**src/rtl/pixel_writer_pkg.sv**
```systemverilog
// Shared definitions for the pixel writer: command codes, FSM states and
// the command/bpp classification helpers.
package pixel_writer_pkg;

  localparam logic [3:0] CMD_NOP           = 4'd0;
  localparam logic [3:0] CMD_PXWRI         = 4'd1;
  localparam logic [3:0] CMD_PXWRI_M       = 4'd2;
  localparam logic [3:0] CMD_PXPASTE       = 4'd3;
  localparam logic [3:0] CMD_PXPASTE_M     = 4'd4;
  localparam logic [3:0] CMD_PXCOPY        = 4'd6;
  localparam logic [3:0] CMD_SETARGB       = 4'd7;
  localparam logic [3:0] CMD_RST_PXWRI_M   = 4'd10;
  localparam logic [3:0] CMD_RST_PXPASTE_M = 4'd11;

  typedef enum logic [1:0] {
    ST_IDLE,
    ST_RD_REQ,
    ST_RD_WAIT,
    ST_WR_REQ
  } state_t;

  // Pixel widths of 1, 2, 4, 8 and 16 bits tile a 16-bit word exactly
  function automatic logic bpp_valid(input logic [3:0] b);
    return (b == 4'd0) || (b == 4'd1) || (b == 4'd3) || (b == 4'd7) || (b == 4'd15);
  endfunction

  function automatic logic is_mem_cmd(input logic [3:0] c);
    return (c == CMD_PXWRI) || (c == CMD_PXWRI_M) || (c == CMD_PXPASTE) ||
           (c == CMD_PXPASTE_M) || (c == CMD_PXCOPY);
  endfunction

endpackage

```
**src/rtl/pixel_field_merge.sv**
```systemverilog
// Locates one MSB-first packed pixel inside a 16-bit word, extracts the
// existing value and merges a new source value into it.
module pixel_field_merge (
  input  logic [3:0]  bpp,
  input  logic [3:0]  pix,
  input  logic [15:0] rd_word,
  input  logic [15:0] src,
  output logic [15:0] existing,
  output logic [15:0] merged
);

  logic [3:0]  width;
  logic [3:0]  offset;
  logic [3:0]  shift;
  logic [15:0] mask;

  always_comb begin
    // width wraps to 0 for bpp=15; offset only matters mod 16, so that is harmless
    width    = bpp + 4'd1;
    offset   = pix * width;
    shift    = 4'd15 - bpp - offset;
    mask     = (16'hFFFF >> (4'd15 - bpp)) << shift;
    existing = (rd_word & mask) >> shift;
    merged   = (rd_word & ~mask) | ((src << shift) & mask);
  end

endmodule

```
**src/rtl/pixel_writer.sv**
```systemverilog
// Pixel writer: read-modify-write of one graphics memory word per pixel
// command, plus transparency key, copy buffer and collision counters.
module pixel_writer
  import pixel_writer_pkg::*;
#(
  parameter int ADDR_BITS = 20,
  parameter int CNT_BITS  = 8
) (
  input  logic                 clk,
  input  logic                 reset_n,
  input  logic                 pixel_cmd_rdy,
  input  logic [39:0]          pixel_cmd,
  output logic                 draw_busy,
  output logic                 mem_req,
  output logic                 mem_wr,
  output logic [ADDR_BITS-1:0] mem_addr,
  output logic [15:0]          mem_wdata,
  input  logic                 mem_ack,
  input  logic                 mem_rd_valid,
  input  logic [15:0]          mem_rd_data,
  output logic [CNT_BITS-1:0]  wri_collision,
  output logic [CNT_BITS-1:0]  paste_collision
);

  state_t                 state, state_nxt;
  logic [3:0]             cmd_q, bpp_q, pix_q;
  logic [7:0]             colour_q, key_q, copy_q;
  logic [ADDR_BITS-1:1]   addr_q;
  logic [15:0]            wdata_q, src, existing, merged;
  logic [3:0]             cmd_in;
  logic                   accept, go_mem, rd_done, hit;

  assign cmd_in = pixel_cmd[39:36];

  always_comb begin
    accept  = pixel_cmd_rdy && (state == ST_IDLE);
    // a keyed paste of a transparent copy completes without touching memory
    go_mem  = accept && is_mem_cmd(cmd_in) && bpp_valid(pixel_cmd[27:24]) &&
              !((cmd_in == CMD_PXPASTE_M) && (copy_q == key_q));
    rd_done = (state == ST_RD_WAIT) && mem_rd_valid;
    src     = ((cmd_q == CMD_PXPASTE) || (cmd_q == CMD_PXPASTE_M)) ?
              {8'h00, copy_q} : {8'h00, colour_q};
    hit     = (existing != 16'h0000);
  end

  pixel_field_merge u_merge (
    .bpp      (bpp_q),
    .pix      (pix_q),
    .rd_word  (mem_rd_data),
    .src      (src),
    .existing (existing),
    .merged   (merged)
  );

  always_ff @(posedge clk or negedge reset_n) begin
    if (!reset_n) begin
      state     <= ST_IDLE;
      draw_busy <= 1'b0;
    end else begin
      state     <= state_nxt;
      draw_busy <= (state_nxt != ST_IDLE);
    end
  end

  always_comb begin
    state_nxt = state;
    case (state)
      ST_IDLE:    if (go_mem)       state_nxt = ST_RD_REQ;
      ST_RD_REQ:  if (mem_ack)      state_nxt = ST_RD_WAIT;
      ST_RD_WAIT: if (mem_rd_valid) state_nxt = (cmd_q == CMD_PXCOPY) ? ST_IDLE : ST_WR_REQ;
      ST_WR_REQ:  if (mem_ack)      state_nxt = ST_IDLE;
      default:                      state_nxt = ST_IDLE;
    endcase
  end

  always_comb begin
    mem_req = (state == ST_RD_REQ) || (state == ST_WR_REQ);
    mem_wr  = (state == ST_WR_REQ);
  end

  assign mem_addr  = {addr_q, 1'b0};
  assign mem_wdata = wdata_q;

  always_ff @(posedge clk or negedge reset_n) begin
    if (!reset_n) begin
      cmd_q           <= '0;
      bpp_q           <= '0;
      pix_q           <= '0;
      colour_q        <= '0;
      addr_q          <= '0;
      key_q           <= '0;
      copy_q          <= '0;
      wdata_q         <= '0;
      wri_collision   <= '0;
      paste_collision <= '0;
    end else begin
      if (accept) begin
        cmd_q    <= cmd_in;
        colour_q <= pixel_cmd[35:28];
        bpp_q    <= pixel_cmd[27:24];
        pix_q    <= pixel_cmd[23:20];
        addr_q   <= pixel_cmd[ADDR_BITS-1:1];
        case (cmd_in)
          CMD_SETARGB:       key_q           <= pixel_cmd[7:0];
          CMD_RST_PXWRI_M:   wri_collision   <= '0;
          CMD_RST_PXPASTE_M: paste_collision <= '0;
          default: ;
        endcase
      end
      if (rd_done) begin
        if (cmd_q == CMD_PXCOPY) copy_q  <= existing[7:0];
        else                     wdata_q <= merged;
        if (hit && (cmd_q == CMD_PXWRI_M) && (wri_collision != '1))
          wri_collision <= wri_collision + 1'b1;
        if (hit && (cmd_q == CMD_PXPASTE_M) && (paste_collision != '1))
          paste_collision <= paste_collision + 1'b1;
      end
    end
  end

endmodule

```
**config.mk**
```make
export PLATFORM = sky130hd
export DESIGN_NAME = pixel_writer
export DESIGN_NICKNAME = d
export VERILOG_FILES = /design/src/rtl/pixel_writer_pkg.sv /design/src/rtl/pixel_field_merge.sv /design/src/rtl/pixel_writer.sv
export SDC_FILE = /design/constraint.sdc
export NUM_CORES = 1
export LEC_CHECK = 0
export ABC_AREA = 1
export ABC_CLOCK_PERIOD_IN_PS = 5700
export BUFFER_PORTS_ARGS = -buffer_cell sky130_fd_sc_hd__buf_2
export CAP_MARGIN = 20
export CORE_ASPECT_RATIO = 1.5
export CORE_MARGIN = 3
export CORE_UTILIZATION = 59
export CTS_BUF_LIST = sky130_fd_sc_hd__clkbuf_4
export DETAILED_ROUTE_END_ITERATION = 16
export GPL_TIMING_DRIVEN = 0
export PLACE_DENSITY = 0.83
export REMOVE_ABC_BUFFERS = 1
export SYNTH_ARGS = -nofsm -noshare
export SYNTH_HDL_FRONTEND = slang
export SYNTH_SLANG_ARGS = --single-unit
```
**constraint.sdc**
```tcl
create_clock -name clk -period 5.7 [get_ports clk]
set_input_delay 1.14 -clock clk [delete_from_list [all_inputs] [get_ports clk]]
set_output_delay 1.14 -clock clk [all_outputs]
set_load 0.01 [all_outputs]
```
==> metrics.txt, run 1 <==
CP max stage cell=fa_1; ys async rst share=100%; Clock Skews=13.9 ps; critical path's top delay family=adder cells; initial antenna violation count=1; worst slew pin tran=1040 ps; fin crit share=92.1%; vias in the first global route=6,414; worst slack, placed=-336 ps; Crit Path Max Fanout=37; max incr delay on CP=540 ps; Die X=93.9 um; Placeable Area=11,200 um^2; max_slew headroom=30.4%; Hold Vio Cnt, Final=0; Req. time, crit path=6050 ps; Register Area=2260 um^2; fin. max-slew vios=0; Final setup viols=0; first-pass GRT wire length=30,000 um; later-pin clock latency in the skew report=450 ps; cell mode on critical path=nand2_1; synthesis-to-finish area growth=13.0%; CTS Hold Bufs=0; Pre-Repair DR Iteration Count=8; #FFs+latches synth=90; largest net degree at the start of global routing=49; YS warnings=0; FP Rows=47; wirelength, routed=19,000 um; # IOs=116; Syn Area/Cell=6.76 um^2; Worst Path Buf+Inv=6; Fmax achieved=0.190 GHz; CP arrival=5600 ps; ys flop type=dfrtp_1; Post-DP HPWL=14,000 um; Starting Density=61.1%; RSZ-0062 raised after global routing=no; PortBufs=114; hold crit path type=flip-flop to flip-flop; CTS Root Buffer Type=clkbuf_4; status=complete, no violations; Fillers=996; Setup crit end kind=flip-flop; Vias/cell=5.68; initial detailed-routing violation count=721; Die Y-Extent=138 um; synthesized netlist cell count=1,011; total clock sinks=90; # H-tree levels=3; Period minus WS final=5250 ps; gr usage total=29.1%; M1 WL=7240 um; Die Area=12,900 um^2; total global routing overflow=0; Multi-input gate area=3980 um^2; Seq/Total Area, Yosys=33.0%; NumNets Final=1,178; cts bufs inserted=9; final setup margin=448 ps; number of synthesized flops with an enable pin=0; cell area after synthesis=6830 um^2; worst hold margin=495 ps; critical path class=flip-flop to flip-flop; share of cells above drive strength 1=19.6%; Synth cell types=48; Top Metal Used=met4; via count=7,121; clock transition at the registers of the reported paths=150 ps; Max Cap Viol=0; Detail Route Antenna Nets=0; Final Util=69.1%; metal3 WL=1070 um; clk buf depth=2; GPL Wtd Cong=0.955; DR WL met2=9760 um; Worst Setup Start Kind=flip-flop; CTS tree=built; drt drc=0; DR WL/cell=15.2 um
-- cells in the final DEF, fill, tap and decap left out, drive strengths merged --
| master | Yosys | routed |
|---|---|---|
| conb | 1 | 1 |
| inv | 104 | 105 |
| dfrtp | 90 | 90 |
| nand3 | 150 | 150 |
| clkinv | 3 | 5 |
| clkinvlp | 0 | 1 |
| xor2 | 6 | 6 |
| diode | 0 | 1 |
| buf | 27 | 121 |
| bufinv | 0 | 2 |
| o221ai | 2 | 2 |
| nor3 | 7 | 7 |
| o211ai | 7 | 7 |
| a221oi | 1 | 1 |
| a21oi | 18 | 18 |
| mux2 | 1 | 1 |
| fa | 3 | 3 |
| nor4 | 2 | 2 |
| ha | 13 | 13 |
| nor2 | 72 | 72 |
| xnor2 | 11 | 11 |
| a21boi | 1 | 1 |
| nand4 | 9 | 9 |
| nand2 | 357 | 358 |
| a22o | 1 | 1 |
| a31oi | 3 | 3 |
| clkbuf | 16 | 10 |
| o2111ai | 3 | 3 |
| a31o | 1 | 1 |
| mux2i | 3 | 3 |
| a22oi | 4 | 4 |
| o21ai | 92 | 92 |
| o311ai | 1 | 1 |
| nor4b | 2 | 2 |
-- path summary, 6_finish.rpt --
path                                           startpoint                            to  slack (ps)  depth (start not counted)
min in group asynchronous                         reset_n    wri_collision[0]$_DFF_PN0_         670                          1
worst max register to register       bpp_q[1]$_DFFE_PN0P_  paste_collision[7]$_DFF_PN0_         450                         28
max in group asynchronous                         reset_n          bpp_q[2]$_DFFE_PN0P_        4360                          2
worst min register to register  mem_wdata[14]$_DFFE_PN0P_     mem_wdata[14]$_DFFE_PN0P_         490                          2
worst max-delay path                 bpp_q[1]$_DFFE_PN0P_  paste_collision[7]$_DFF_PN0_         450                         28
worst min-delay path            mem_wdata[14]$_DFFE_PN0P_     mem_wdata[14]$_DFFE_PN0P_         490                          2
-- registers in the layout, indices dropped and copies added, names as in the netlist --
register         cells
pix_q                4
addr_q              19
draw_busy            1
wri_collision        8
key_q                8
bpp_q                4
mem_wdata           16
paste_collision      8
cmd_q                4
state                2
colour_q             8
copy_q               8
-- worst reg2reg max path: cells and delay by family, from the launching register on --
family	cells	cell delay (ps)
adders and majority gates	5	1780
and+or+nand+nor	14	1700
buffers and inverters	6	560
DFF	1	530
xor gates and xnor gates	1	400
AOI/OAI and AO/OA	2	190
-- Yosys cell counts (all sizes together), types with 6 or more instances --
master,number,area [um^2]
clkbuf,16,60.1
o211ai,7,52.6
nor3,7,35.0
xor2,6,52.6
nor2,72,322
buf,27,179
o21ai,92,479
nand2,357,1450
inv,104,390
a21oi,18,101
nand4,9,56.3
dfrtp,90,2250
xnor2,11,104
nand3,150,853
ha,13,163
-- layer usage --
metal	vias to the layer above	global-route usage [%]
li1	3464	-
met1	3242	34.5
met2	329	51.4
met3	86	3.11
met4	0	15.1
met5	-	0
-- metrics by stage --
step / std cells / cell area, um^2 / setup TNS [ps]
floorplan: 968 / 6590 / -102
detailed placement: 1233 / 7460 / -4500
global placement: 1229 / 7350 / -31520
finish: 1254 / 7720 / 0
global route: 1254 / 7720 / 0
CTS: 1250 / 7660 / 0
-- kinds of logic (layout without fill, tap and decap cells) --
group,Yosys count,after routing,share of synthesized area [%]
other,1,2,0.0549
adder cells (fa/ha/maj),16,16,3.26
XOR/XNOR,17,17,2.29
multiplexers,4,4,0.604
AND/OR/NAND/NOR,599,600,40.2
AO/OA/AOI/OAI,134,134,11.2
flip-flops,90,90,33.0
buffers and inverters,150,244,9.38
-- repair_timing --
action | 4_1_cts | 5_1_grt
gates resized for setup | 1 | 10
endpoints found under the setup margin | 16 | 16
gates cloned | 0 | 1
pin swaps | 1 | 2
setup buffers | 1 | 2
-- area by class of cell --
class                      count  share of cell area, %
multi-input combinational    772                   51.5
sequential                    90                   29.2
timing repair buffer         121                   9.24
inverter                     107                   5.30
tap                          147                   2.38
clock inverter                 6                   1.31
clock buffer                  10                  0.972
antenna                        1                 0.0324
Power of run 1 is not shown: default switching activity piles up to over one toggle a cycle in this logic, so the estimate is an artifact.
==> run 2, diff against run 1 <==
--- a/config.mk
+++ b/config.mk
@@ -11,11 +11,9 @@
 export CAP_MARGIN = 20
 export CORE_ASPECT_RATIO = 1.5
 export CORE_MARGIN = 3
-export CORE_UTILIZATION = 59
+export CORE_UTILIZATION = 40
 export CTS_BUF_LIST = sky130_fd_sc_hd__clkbuf_4
 export DETAILED_ROUTE_END_ITERATION = 16
-export GPL_TIMING_DRIVEN = 0
-export PLACE_DENSITY = 0.83
 export REMOVE_ABC_BUFFERS = 1
 export SYNTH_ARGS = -nofsm -noshare
 export SYNTH_HDL_FRONTEND = slang
==> run 2 against run 1 <==
Global-route usage shrank 7.0 points. Non-clock buffer count rose by 5. Final cell count is 4.9% higher. Maximum frequency increased by 2.7%. First-iteration DRC count shrank 32%. Design area fell by 1.1%. Setup slack improved by 140 ps. Sequential share of layout area grew 0.29 points. Critical path depth increased by 5. Largest cell class unchanged. Worst hold slack got worse by 2.4 ps.
==> metrics.txt, run 2 (synthesis results as in run 1) <==
status=complete, no violations; CP max stage cell=fa_1; Die Area=18,700 um^2; Fmax achieved=0.195 GHz; share of cells above drive strength 1=19.5%; drt drc=0; Detail Route Antenna Nets=0; clk buf depth=2; CTS tree=built; CTS Root Buffer Type=clkbuf_4; highest-count cells in the layout ignoring fill and taps=332 x nand2_1, 134 x nand3_1, 113 x buf_2; vias in the first global route=6,634; fin crit share=89.8%; Final Util=46.4%; Setup crit end kind=flip-flop; Die X=113 um; Max Cap Viol=0; first-pass GRT wire length=33,400 um; Worst Path Buf+Inv=10; cell count of the worst reg-to-reg path=33; Clock Skews=15.4 ps; hold_sp=addr_q[9]$_DFFE_PN0P_; max incr delay on CP=540 ps; PortBufs=114; total clock sinks=90; critical path's top delay family=simple AND/OR/NAND/NOR gates; Placeable Area=16,500 um^2; clock transition at the registers of the reported paths=160 ps; Crit Path Max Fanout=27; GPL Wtd Cong=0.935; synthesis-to-finish area growth=11.8%; NumNets Final=1,182; DR WL met2=10,800 um; Die Y-Extent=166 um; worst hold margin=492 ps; cell mode on critical path=nand2_1; CP arrival=5510 ps; # IOs=116; FP Rows=57; Top Metal Used=met4; postcts setup bufs=0; initial detailed-routing violation count=488; via count=6,924; wirelength, routed=20,700 um; gr usage total=22.1%; Multi-input gate area=3940 um^2; Crit Reg-Reg Startpoint=bpp_q[1]$_DFFE_PN0P_; Register Area=2250 um^2; Final setup viols=0; fin. max-slew vios=0; Hold Vio Cnt, Final=0; RSZ-0062 raised after global routing=no; Req. time, crit path=6090 ps; total global routing overflow=0; max reg flops=19; M1 WL=7970 um; R2R setup slack=580 ps; Reg with most FFs=addr_q; initial antenna violation count=1; cts bufs inserted=9; hold crit path type=flip-flop to flip-flop; Post-DP HPWL=16,200 um; Post-Layout Cell Count=1,316; Fillers=1,814; largest net degree at the start of global routing=51; critical path class=flip-flop to flip-flop; Pre-Repair DR Iteration Count=6; max_slew headroom=51.8%; Period minus WS final=5120 ps; hold path depth=2; worst slew pin tran=715 ps; # H-tree levels=3; Reg-to-Reg End=paste_collision[7]$_DFF_PN0_; DR WL/cell=15.7 um; Vias/cell=5.26; metal3 WL=816 um; Post-Place Cells=1,300; most common cell after layout, fill and taps aside=nand2_1; hold worst-path end=addr_q[9]$_DFFE_PN0P_; Worst Setup Start Kind=flip-flop; later-pin clock latency in the skew report=490 ps; Starting Density=41.5%
==> run 2: worst reg2reg max path, delay by kind of cell, from the launching register on <==
kind	cells	cell delay, ps
AND/OR/NAND/NOR	17	1820
adder cells (fa/ha/maj)	5	1680
buffers and inverters	10	940
AO/OA/AOI/OAI	1	80
flip-flops	1	530
==> run 2: area by class of cell <==
cell class / instances / share of cell area [%]
antenna: 1 / 0.0328
clock buffer: 9 / 0.885
clock inverter: 6 / 0.672
inverter: 107 / 5.26
multi-input combinational: 771 / 51.6
sequential: 90 / 29.5
tap: 206 / 3.38
timing repair buffer: 126 / 8.68
==> run 2: how the worst max path moves through the flow <==
stage | to | start | slack [ps] | cells past startpoint
floorplan | paste_collision[7]$_DFF_PN0_ | bpp_q[1]$_DFFE_PN0P_ | -60 | 28
global placement | wri_collision[0]$_DFF_PN0_ | bpp_q[1]$_DFFE_PN0P_ | 430 | 33
detailed placement | wri_collision[0]$_DFF_PN0_ | bpp_q[1]$_DFFE_PN0P_ | 450 | 33
CTS | wri_collision[0]$_DFF_PN0_ | bpp_q[1]$_DFFE_PN0P_ | 440 | 33
global route | paste_collision[7]$_DFF_PN0_ | bpp_q[1]$_DFFE_PN0P_ | 100 | 31
finish | paste_collision[7]$_DFF_PN0_ | bpp_q[1]$_DFFE_PN0P_ | 580 | 33
==> run 2: per-layer routing <==
layer	vias to the layer above	global-route usage [%]
met1	3208	24.8
met2	191	39.9
met5	-	0
met3	73	3.35
met4	0	11.4
li1	3452	-
==> run 2: stage by stage <==
| step | TNS, ps | area [um^2] | worst slack (ps) |
|---|---|---|---|
| 6_report | 0 | 7640 | 583 |
| 5_1_grt | 0 | 7640 | 104 |
| 4_1_cts | 0 | 7630 | 438 |
| 3_5_place_dp | 0 | 7510 | 453 |
| 3_3_place_gp | 0 | 7510 | 431 |
| 2_1_floorplan | -102 | 6590 | -63.5 |
==> run 2: what timing repair did <==
action                                  4_1_cts  5_1_grt
hold buffers                                  0        0
endpoints found under the setup margin        0        2
gates resized for setup                       0        1
endpoints found under the hold margin         0        0
Power of run 2 is left out for the same reason.
